--- src/rtl/fft_frame_ctrl_if.sv ---
// Sample, kernel and result buses of the FFT frame sequencer.
// slave = sequencer side, master = source/kernel/sink side.
interface fft_frame_ctrl_if #(
  parameter int N = 8
);
  localparam int W = $clog2(N);

  // Sample input: a beat transfers on a rising clock edge where s_valid_i
  // and s_ready_o are both 1; the source holds data and s_last_i stable
  // while s_valid_i is high and s_ready_o is low.
  logic               s_valid_i;
  logic               s_ready_o;
  logic signed [15:0] s_real_i;
  logic signed [15:0] s_imag_i;
  logic               s_last_i;

  logic               k_en_o;
  logic signed [15:0] k_x1_real_o;
  logic signed [15:0] k_x1_imag_o;
  logic signed [15:0] k_x2_real_o;
  logic signed [15:0] k_x2_imag_o;

  logic               k_valid_i;
  logic signed [15:0] k_X1_real_i;
  logic signed [15:0] k_X1_imag_i;
  logic signed [15:0] k_X2_real_i;
  logic signed [15:0] k_X2_imag_i;

  logic               m_valid_o;
  logic signed [15:0] m_X1_real_o;
  logic signed [15:0] m_X1_imag_o;
  logic signed [15:0] m_X2_real_o;
  logic signed [15:0] m_X2_imag_o;
  logic [W-2:0]       m_idx_o;
  logic               m_sof_o;
  logic               m_eof_o;
  logic               done_o;
  logic               err_o;
  logic               err_clr_i;
  logic [1:0]         dbg_state_o;

  modport slave (
    input  s_valid_i, s_real_i, s_imag_i, s_last_i,
    input  k_valid_i, k_X1_real_i, k_X1_imag_i, k_X2_real_i, k_X2_imag_i,
    input  err_clr_i,
    output s_ready_o, k_en_o, k_x1_real_o, k_x1_imag_o, k_x2_real_o, k_x2_imag_o,
    output m_valid_o, m_X1_real_o, m_X1_imag_o, m_X2_real_o, m_X2_imag_o,
    output m_idx_o, m_sof_o, m_eof_o, done_o, err_o, dbg_state_o
  );

  modport master (
    output s_valid_i, s_real_i, s_imag_i, s_last_i,
    output k_valid_i, k_X1_real_i, k_X1_imag_i, k_X2_real_i, k_X2_imag_i,
    output err_clr_i,
    input  s_ready_o, k_en_o, k_x1_real_o, k_x1_imag_o, k_x2_real_o, k_x2_imag_o,
    input  m_valid_o, m_X1_real_o, m_X1_imag_o, m_X2_real_o, m_X2_imag_o,
    input  m_idx_o, m_sof_o, m_eof_o, done_o, err_o, dbg_state_o
  );
endinterface

--- src/rtl/fft_frame_ctrl.sv ---
// Frame sequencer for the radix-2 DIF kernel chain: pairs samples, drains, tags results.
// FFT_CTRL_BITREV_EN defined: m_idx_o is the bit-reversed result count (natural DIF order).
module fft_frame_ctrl #(
  parameter int N         = 8,
  parameter int DRAIN_MAX = 64
) (
  input  logic            clk_i,
  input  logic            rstn_i,
  fft_frame_ctrl_if.slave bus
);
  localparam int W  = $clog2(N);
  localparam int DW = $clog2(DRAIN_MAX + 1);
  localparam logic [W:0]    HALF     = (W+1)'(N / 2);
  localparam logic [W:0]    HALF_M1  = (W+1)'(N / 2 - 1);
  localparam logic [W:0]    LAST_IDX = (W+1)'(N - 1);
  localparam logic [DW-1:0] DMAX     = DW'(DRAIN_MAX);

  typedef enum logic [1:0] {
    ST_IDLE  = 2'd0,
    ST_LOAD  = 2'd1,
    ST_FLUSH = 2'd2
  } state_e;

  state_e             state_q, state_d;
  logic [W:0]         in_cnt_q, in_cnt_d;
  logic [W:0]         out_cnt_q, out_cnt_d;
  logic [DW-1:0]      drain_cnt_q, drain_cnt_d;
  logic signed [15:0] hold_re_q, hold_re_d, hold_im_q, hold_im_d;
  logic               s_ready_q, s_ready_d;
  logic               k_en_q, k_en_d;
  logic signed [15:0] k_x1_re_q, k_x1_re_d, k_x1_im_q, k_x1_im_d;
  logic signed [15:0] k_x2_re_q, k_x2_re_d, k_x2_im_q, k_x2_im_d;
  logic               m_valid_q, m_valid_d;
  logic signed [15:0] m_x1_re_q, m_x1_re_d, m_x1_im_q, m_x1_im_d;
  logic signed [15:0] m_x2_re_q, m_x2_re_d, m_x2_im_q, m_x2_im_d;
  logic [W-2:0]       m_idx_q, m_idx_d;
  logic               m_sof_q, m_sof_d, m_eof_q, m_eof_d;
  logic               done_q, done_d;
  logic               err_q, err_d;

  logic               beat, res, timeout, err_set;
  logic [W-2:0]       idx_map;

  assign beat    = bus.s_valid_i & s_ready_q;
  assign res     = bus.k_valid_i & (state_q != ST_IDLE);
  assign timeout = (state_q == ST_FLUSH) && (out_cnt_q < HALF) && (drain_cnt_q >= DMAX);

`ifdef FFT_CTRL_BITREV_EN
  always_comb begin
    idx_map = '0;
    for (int i = 0; i < W - 1; i++) idx_map[i] = out_cnt_q[W-2-i];
  end
`else
  assign idx_map = out_cnt_q[W-2:0];
`endif

  always_comb begin
    state_d     = state_q;
    in_cnt_d    = in_cnt_q;
    out_cnt_d   = out_cnt_q;
    drain_cnt_d = drain_cnt_q;
    hold_re_d   = hold_re_q;
    hold_im_d   = hold_im_q;
    k_en_d      = 1'b0;
    k_x1_re_d   = '0;
    k_x1_im_d   = '0;
    k_x2_re_d   = '0;
    k_x2_im_d   = '0;
    m_valid_d   = 1'b0;
    m_x1_re_d   = m_x1_re_q;
    m_x1_im_d   = m_x1_im_q;
    m_x2_re_d   = m_x2_re_q;
    m_x2_im_d   = m_x2_im_q;
    m_idx_d     = m_idx_q;
    m_sof_d     = 1'b0;
    m_eof_d     = 1'b0;
    done_d      = 1'b0;
    err_set     = 1'b0;

    case (state_q)
      ST_IDLE: begin
        if (beat) begin
          hold_re_d = bus.s_real_i;
          hold_im_d = bus.s_imag_i;
          in_cnt_d  = (W+1)'(1);
          state_d   = ST_LOAD;
          if (bus.s_last_i) err_set = 1'b1;
        end
        if (bus.k_valid_i) err_set = 1'b1;
      end
      ST_LOAD: begin
        if (beat) begin
          // Framing is counted, not taken from s_last_i; a mismatch only flags.
          if (bus.s_last_i != (in_cnt_q == LAST_IDX)) err_set = 1'b1;
          if (in_cnt_q[0]) begin
            k_en_d    = 1'b1;
            k_x1_re_d = hold_re_q;
            k_x1_im_d = hold_im_q;
            k_x2_re_d = bus.s_real_i;
            k_x2_im_d = bus.s_imag_i;
          end else begin
            hold_re_d = bus.s_real_i;
            hold_im_d = bus.s_imag_i;
          end
          in_cnt_d = in_cnt_q + 1'b1;
          if (in_cnt_q == LAST_IDX) state_d = ST_FLUSH;
        end
      end
      ST_FLUSH: begin
        if (timeout) begin
          err_set     = 1'b1;
          state_d     = ST_IDLE;
          in_cnt_d    = '0;
          out_cnt_d   = '0;
          drain_cnt_d = '0;
        end else if (out_cnt_q < HALF) begin
          k_en_d      = 1'b1;
          drain_cnt_d = drain_cnt_q + 1'b1;
        end
      end
      default: state_d = ST_IDLE;
    endcase

    if (res) begin
      m_valid_d = 1'b1;
      m_x1_re_d = bus.k_X1_real_i;
      m_x1_im_d = bus.k_X1_imag_i;
      m_x2_re_d = bus.k_X2_real_i;
      m_x2_im_d = bus.k_X2_imag_i;
      m_idx_d   = idx_map;
      m_sof_d   = (out_cnt_q == '0);
      m_eof_d   = (out_cnt_q == HALF_M1);
      if (!timeout) out_cnt_d = out_cnt_q + 1'b1;
      if (out_cnt_q == HALF_M1) begin
        done_d      = 1'b1;
        state_d     = ST_IDLE;
        in_cnt_d    = '0;
        out_cnt_d   = '0;
        drain_cnt_d = '0;
        k_en_d      = 1'b0;
      end
    end

    // Ready follows the next state, held low for the cycle done_o is high.
    s_ready_d = ((state_d == ST_IDLE) && !done_d) || (state_d == ST_LOAD);
    err_d     = err_set ? 1'b1 : (bus.err_clr_i ? 1'b0 : err_q);
  end

  always_ff @(posedge clk_i or negedge rstn_i) begin
    if (!rstn_i) begin
      state_q     <= ST_IDLE;
      in_cnt_q    <= '0;
      out_cnt_q   <= '0;
      drain_cnt_q <= '0;
      hold_re_q   <= '0;
      hold_im_q   <= '0;
      s_ready_q   <= 1'b0;
      k_en_q      <= 1'b0;
      k_x1_re_q   <= '0;
      k_x1_im_q   <= '0;
      k_x2_re_q   <= '0;
      k_x2_im_q   <= '0;
      m_valid_q   <= 1'b0;
      m_x1_re_q   <= '0;
      m_x1_im_q   <= '0;
      m_x2_re_q   <= '0;
      m_x2_im_q   <= '0;
      m_idx_q     <= '0;
      m_sof_q     <= 1'b0;
      m_eof_q     <= 1'b0;
      done_q      <= 1'b0;
      err_q       <= 1'b0;
    end else begin
      state_q     <= state_d;
      in_cnt_q    <= in_cnt_d;
      out_cnt_q   <= out_cnt_d;
      drain_cnt_q <= drain_cnt_d;
      hold_re_q   <= hold_re_d;
      hold_im_q   <= hold_im_d;
      s_ready_q   <= s_ready_d;
      k_en_q      <= k_en_d;
      k_x1_re_q   <= k_x1_re_d;
      k_x1_im_q   <= k_x1_im_d;
      k_x2_re_q   <= k_x2_re_d;
      k_x2_im_q   <= k_x2_im_d;
      m_valid_q   <= m_valid_d;
      m_x1_re_q   <= m_x1_re_d;
      m_x1_im_q   <= m_x1_im_d;
      m_x2_re_q   <= m_x2_re_d;
      m_x2_im_q   <= m_x2_im_d;
      m_idx_q     <= m_idx_d;
      m_sof_q     <= m_sof_d;
      m_eof_q     <= m_eof_d;
      done_q      <= done_d;
      err_q       <= err_d;
    end
  end

  assign bus.s_ready_o   = s_ready_q;
  assign bus.k_en_o      = k_en_q;
  assign bus.k_x1_real_o = k_x1_re_q;
  assign bus.k_x1_imag_o = k_x1_im_q;
  assign bus.k_x2_real_o = k_x2_re_q;
  assign bus.k_x2_imag_o = k_x2_im_q;
  assign bus.m_valid_o   = m_valid_q;
  assign bus.m_X1_real_o = m_x1_re_q;
  assign bus.m_X1_imag_o = m_x1_im_q;
  assign bus.m_X2_real_o = m_x2_re_q;
  assign bus.m_X2_imag_o = m_x2_im_q;
  assign bus.m_idx_o     = m_idx_q;
  assign bus.m_sof_o     = m_sof_q;
  assign bus.m_eof_o     = m_eof_q;
  assign bus.done_o      = done_q;
  assign bus.err_o       = err_q;
  assign bus.dbg_state_o = state_q;
endmodule

--- src/flat_wrapper.sv ---
// flat-port wrapper written by rule: the top's interface ports become plain ports
module fft_frame_ctrl_flat 
#(
  parameter int N         = 8,
  parameter int DRAIN_MAX = 64
)
  (clk_i, rstn_i, bus_s_valid_i, bus_s_real_i, bus_s_imag_i, bus_s_last_i, bus_k_valid_i, bus_k_X1_real_i, bus_k_X1_imag_i, bus_k_X2_real_i, bus_k_X2_imag_i, bus_err_clr_i, bus_s_ready_o, bus_k_en_o, bus_k_x1_real_o, bus_k_x1_imag_o, bus_k_x2_real_o, bus_k_x2_imag_o, bus_m_valid_o, bus_m_X1_real_o, bus_m_X1_imag_o, bus_m_X2_real_o, bus_m_X2_imag_o, bus_m_idx_o, bus_m_sof_o, bus_m_eof_o, bus_done_o, bus_err_o, bus_dbg_state_o);
  fft_frame_ctrl_if #(.N(N)) bus_i ();
  input  logic clk_i;
  input  logic rstn_i;
  input wire logic [$bits(bus_i.s_valid_i)-1:0] bus_s_valid_i;
  input wire logic [$bits(bus_i.s_real_i)-1:0] bus_s_real_i;
  input wire logic [$bits(bus_i.s_imag_i)-1:0] bus_s_imag_i;
  input wire logic [$bits(bus_i.s_last_i)-1:0] bus_s_last_i;
  input wire logic [$bits(bus_i.k_valid_i)-1:0] bus_k_valid_i;
  input wire logic [$bits(bus_i.k_X1_real_i)-1:0] bus_k_X1_real_i;
  input wire logic [$bits(bus_i.k_X1_imag_i)-1:0] bus_k_X1_imag_i;
  input wire logic [$bits(bus_i.k_X2_real_i)-1:0] bus_k_X2_real_i;
  input wire logic [$bits(bus_i.k_X2_imag_i)-1:0] bus_k_X2_imag_i;
  input wire logic [$bits(bus_i.err_clr_i)-1:0] bus_err_clr_i;
  output wire logic [$bits(bus_i.s_ready_o)-1:0] bus_s_ready_o;
  output wire logic [$bits(bus_i.k_en_o)-1:0] bus_k_en_o;
  output wire logic [$bits(bus_i.k_x1_real_o)-1:0] bus_k_x1_real_o;
  output wire logic [$bits(bus_i.k_x1_imag_o)-1:0] bus_k_x1_imag_o;
  output wire logic [$bits(bus_i.k_x2_real_o)-1:0] bus_k_x2_real_o;
  output wire logic [$bits(bus_i.k_x2_imag_o)-1:0] bus_k_x2_imag_o;
  output wire logic [$bits(bus_i.m_valid_o)-1:0] bus_m_valid_o;
  output wire logic [$bits(bus_i.m_X1_real_o)-1:0] bus_m_X1_real_o;
  output wire logic [$bits(bus_i.m_X1_imag_o)-1:0] bus_m_X1_imag_o;
  output wire logic [$bits(bus_i.m_X2_real_o)-1:0] bus_m_X2_real_o;
  output wire logic [$bits(bus_i.m_X2_imag_o)-1:0] bus_m_X2_imag_o;
  output wire logic [$bits(bus_i.m_idx_o)-1:0] bus_m_idx_o;
  output wire logic [$bits(bus_i.m_sof_o)-1:0] bus_m_sof_o;
  output wire logic [$bits(bus_i.m_eof_o)-1:0] bus_m_eof_o;
  output wire logic [$bits(bus_i.done_o)-1:0] bus_done_o;
  output wire logic [$bits(bus_i.err_o)-1:0] bus_err_o;
  output wire logic [$bits(bus_i.dbg_state_o)-1:0] bus_dbg_state_o;
  assign bus_i.s_valid_i = bus_s_valid_i;
  assign bus_i.s_real_i = bus_s_real_i;
  assign bus_i.s_imag_i = bus_s_imag_i;
  assign bus_i.s_last_i = bus_s_last_i;
  assign bus_i.k_valid_i = bus_k_valid_i;
  assign bus_i.k_X1_real_i = bus_k_X1_real_i;
  assign bus_i.k_X1_imag_i = bus_k_X1_imag_i;
  assign bus_i.k_X2_real_i = bus_k_X2_real_i;
  assign bus_i.k_X2_imag_i = bus_k_X2_imag_i;
  assign bus_i.err_clr_i = bus_err_clr_i;
  assign bus_s_ready_o = bus_i.s_ready_o;
  assign bus_k_en_o = bus_i.k_en_o;
  assign bus_k_x1_real_o = bus_i.k_x1_real_o;
  assign bus_k_x1_imag_o = bus_i.k_x1_imag_o;
  assign bus_k_x2_real_o = bus_i.k_x2_real_o;
  assign bus_k_x2_imag_o = bus_i.k_x2_imag_o;
  assign bus_m_valid_o = bus_i.m_valid_o;
  assign bus_m_X1_real_o = bus_i.m_X1_real_o;
  assign bus_m_X1_imag_o = bus_i.m_X1_imag_o;
  assign bus_m_X2_real_o = bus_i.m_X2_real_o;
  assign bus_m_X2_imag_o = bus_i.m_X2_imag_o;
  assign bus_m_idx_o = bus_i.m_idx_o;
  assign bus_m_sof_o = bus_i.m_sof_o;
  assign bus_m_eof_o = bus_i.m_eof_o;
  assign bus_done_o = bus_i.done_o;
  assign bus_err_o = bus_i.err_o;
  assign bus_dbg_state_o = bus_i.dbg_state_o;
  fft_frame_ctrl #(.N(N), .DRAIN_MAX(DRAIN_MAX)) u_core (.clk_i(clk_i), .rstn_i(rstn_i), .bus(bus_i));
endmodule
--- config.mk ---
export PLATFORM = sky130hd
export DESIGN_NAME = fft_frame_ctrl_flat
export DESIGN_NICKNAME = d
export VERILOG_FILES = /design/src/rtl/fft_frame_ctrl_if.sv /design/src/rtl/fft_frame_ctrl.sv /design/src/flat_wrapper.sv
export SDC_FILE = /design/constraint.sdc
export NUM_CORES = 1
export LEC_CHECK = 0
export ABC_AREA = 1
export CAP_MARGIN = 20
export CORE_ASPECT_RATIO = 1.2
export CORE_MARGIN = 4
export CORE_UTILIZATION = 50
export CTS_CLUSTER_DIAMETER = 100
export CTS_CLUSTER_SIZE = 16
export DETAILED_ROUTE_END_ITERATION = 10
export GPL_ROUTABILITY_DRIVEN = 0
export GPL_TIMING_DRIVEN = 0
export PLACE_DENSITY = 0.93
export SLEW_MARGIN = 25
export SYNTH_ARGS = -nofsm -noshare
export SYNTH_HDL_FRONTEND = slang
export SYNTH_SLANG_ARGS = --single-unit
--- constraint.sdc ---
create_clock -name clk_i -period 5.2 [get_ports clk_i]
set_clock_uncertainty 0.15 [all_clocks]
set_input_delay 1.04 -clock clk_i [delete_from_list [all_inputs] [get_ports clk_i]]
set_output_delay 1.04 -clock clk_i [all_outputs]
set_load 0.03 [all_outputs]
==> metrics.cfg <==
[placement]
dp_cells = 1179
dp_slack_ns = 2.04
portBuffers = 240
dpl.hpwl_microns = 14900
postPlaceCellArea_sq_mm = 0.0100

[clock_network]
cts-hold-fix-buffers = 0
cts.sinks = 185
cts_tree = built
cts_buffer_depth = 2
clkLatencyLatePin_ns = 0.43
cts_resized = 0
cts_buffers = 17
root_buffer = clkbuf_16
cts_htree_levels = 4
post-cts-setup-buffers = 0
path_clk_slew_ns = 0.07

[pwr]
ir_drop_uv = 279
powerDensity_mw_per_mm2 = 586
total_power_w = 0.00623
leakage_nw = 5.21

[route]
wl_per_cell_microns = 16.9
drt-pass1-iter-count = 5
vias_per_cell = 5.03
via_count = 6093
routed_wl_microns = 20500
drcViolationCount = 0
antenna_left = 0
drtIter0Drc = 435

[final_layout]
fin_nets = 1135
layout.cells.non_filler = 1211
area_growth_pct = 45.2
design_area_sq_mm = 0.0106
drive_gt1_share_pct = 9.56
insertedDiodeCount = 0

[synthesis]
synth_ff_type = dfrtp_1
syn_avg_cell_area_sq_um = 9.61
yosys_warnings = 0
synth-seq-area-share_pct = 63.2
netlist_instances = 762
synthArstFlopShare_pct = 100
yosysUniqueCellTypes = 32
synth_area_sq_mm = 0.00732
synth_seq_cells = 185
syn_nets = 874
synth_area_leaders = dfrtp_1, nand2_1, inv_1, nor2_1, o21ai_1
synth_top_area_share_pct = 63.2
yosysTopAreaCell = dfrtp_1
synth-edff-count = 0

[outcome]
status = complete, no violations

[global_routing]
grt_pass1_vias = 6484
grt_max_degree = 74
antenna_found_initial = 0
grt-ovfl-total = 0
grt_usage_pct = 25.4
grt_pass1_wl_microns = 33100

[floorplanning]
die_w_microns = 118
start_util_pct = 51.0
die_y_microns = 141
io_pins = 241
core_area_sq_mm = 0.0144
std_cell_rows = 48
dieArea_sq_mm = 0.0166

[sta]
fin_crit_sh_pct = 53.2
setup_viol_count_final = 0
clock.fmax_mhz = 362
final.min_clock_period_ns = 2.76
hold_violations = 0
maxSlewViolCount = 0
layout_setup_ws_ns = 2.44
worst_pin_slew_ns = 0.539
rsz0062_at_grt = false
slew_headroom_pct = 64.1
tns_ns = 0

[setup_path]
path_max_fanout = 2
worstSetupPathType = reg -> out
cp-start-kind = flip-flop
arrival_ns = 1.57
crit_required_ns = 4.01
crit_path_end_kind = primary output

[flow_run]
maxCapViolations = 0

[min_path]
hold_class = reg -> reg

[per-stage QoR]
step           util (%)  hold WS [ns]
2_1_floorplan         -         0.309
3_5_place_dp       69.7         0.314
5_1_grt            74.1         0.356
4_1_cts            74.1         0.332
6_report           74.1         0.330
3_3_place_gp       69.3         0.310
[cell usage after synthesis, types with 8 or more instances]
library cell,count
buf_2,17
nor3_1,19
nand2_1,306
buf_4,8
nor3_2,14
nand3_1,16
o21ai_0,9
inv_1,51
ha_1,10
nor2_1,51
buf_6,9
o21ai_1,34
dfrtp_1,185
[layer usage]
layer | vias to the layer above | GRT usage [%] | share of wire, %
met4 | 0 | 13.3 | 4.4
met5 | - | 0 | 0
met1 | 2907 | 27.3 | 36
met3 | 67 | 7.47 | 7.5
li1 | 2868 | - | -
met2 | 251 | 45.1 | 52
[worst paths after layout]
check	from	end	slack [ns]	depth (start not counted)
worst max-delay path	u_core.bus.done_o$_DFF_PN0_	bus_m_eof_o	2.44	2
worst min-delay path	u_core.bus.m_X1_real_o[2]$_DFFE_PN0P_	u_core.bus.m_X1_real_o[2]$_DFFE_PN0P_	0.33	2
worst max register to register	u_core.bus.s_ready_o$_DFF_PN0_	u_core.in_cnt_q[0]$_DFF_PN0_	3.16	8
worst min register to register	u_core.bus.m_X1_real_o[2]$_DFFE_PN0P_	u_core.bus.m_X1_real_o[2]$_DFFE_PN0P_	0.33	2
max in group asynchronous	rstn_i	u_core.hold_re_q[10]$_DFFE_PN0P_	3.83	2
min in group asynchronous	rstn_i	u_core.bus.m_X2_real_o[7]$_DFFE_PN0P_	0.37	1
[sequential cells by signal, summed over array words and instances, names as in the netlist, 4 cells and up]
register                count
u_core.bus.m_X1_imag_o     16
u_core.hold_re_q           16
u_core.drain_cnt_q          7
u_core.bus.m_X2_real_o     16
u_core.bus.k_x1_imag_o     16
u_core.in_cnt_q             4
u_core.out_cnt_q            4
u_core.hold_im_q           16
u_core.bus.m_X2_imag_o     16
u_core.bus.k_x2_imag_o     16
u_core.bus.k_x1_real_o     16
u_core.bus.k_x2_real_o     16
u_core.bus.m_X1_real_o     16
[power by group]
| part | switching, W | internal, W |
|---|---|---|
| Clock | 0.000579 | 0.000784 |
| Combinational | 0.00164 | 0.00104 |
| Sequential | 0.000276 | 0.00192 |
[cell families (layout without fill, tap and decap cells)]
kind of cell / count (synthesis) / count (layout) / synth area share (%)
flip-flops: 185 / 185 / 63.2
AND/OR/NAND/NOR: 421 / 421 / 24.5
AO/OA/AOI/OAI: 50 / 50 / 3.71
XOR/XNOR: 4 / 4 / 0.479
adder cells (fa/ha/maj): 10 / 10 / 1.71
buffers and inverters: 92 / 366 / 6.34
[critical path: stages (launching register included)]
cell             delay (ns)
dfrtp_1                0.37
buf_4                  0.11
clkdlybuf4s50_1        0.66
[area by class of cell]
| type | count | area (sq um) |
|---|---|---|
| Multi-Input combinational cell | 485 | 2230 |
| Tap cell | 175 | 219 |
| Buffer | 38 | 262 |
| Timing Repair Buffer | 242 | 2460 |
| Clock inverter | 14 | 189 |
| Clock buffer | 18 | 439 |
| Fill cell | 936 | 3720 |
| Inverter | 54 | 203 |
| Sequential cell | 185 | 4630 |
[placed cells by master (no fill, tap or decap), drive strengths merged]
master         count
a21oi              4
buf               38
bufinv             3
clkbuf            21
clkdlybuf4s50    239
clkinv             5
dfrtp            185
ha                10
inv               60
nand2            311
nand3             18
nand3b             1
nand4              1
nor2              56
nor3              33
nor3b              1
o211ai             2
o21ai             43
o21bai             1
xnor2              2
xor2               2
(Power assumes the default switching activity.)
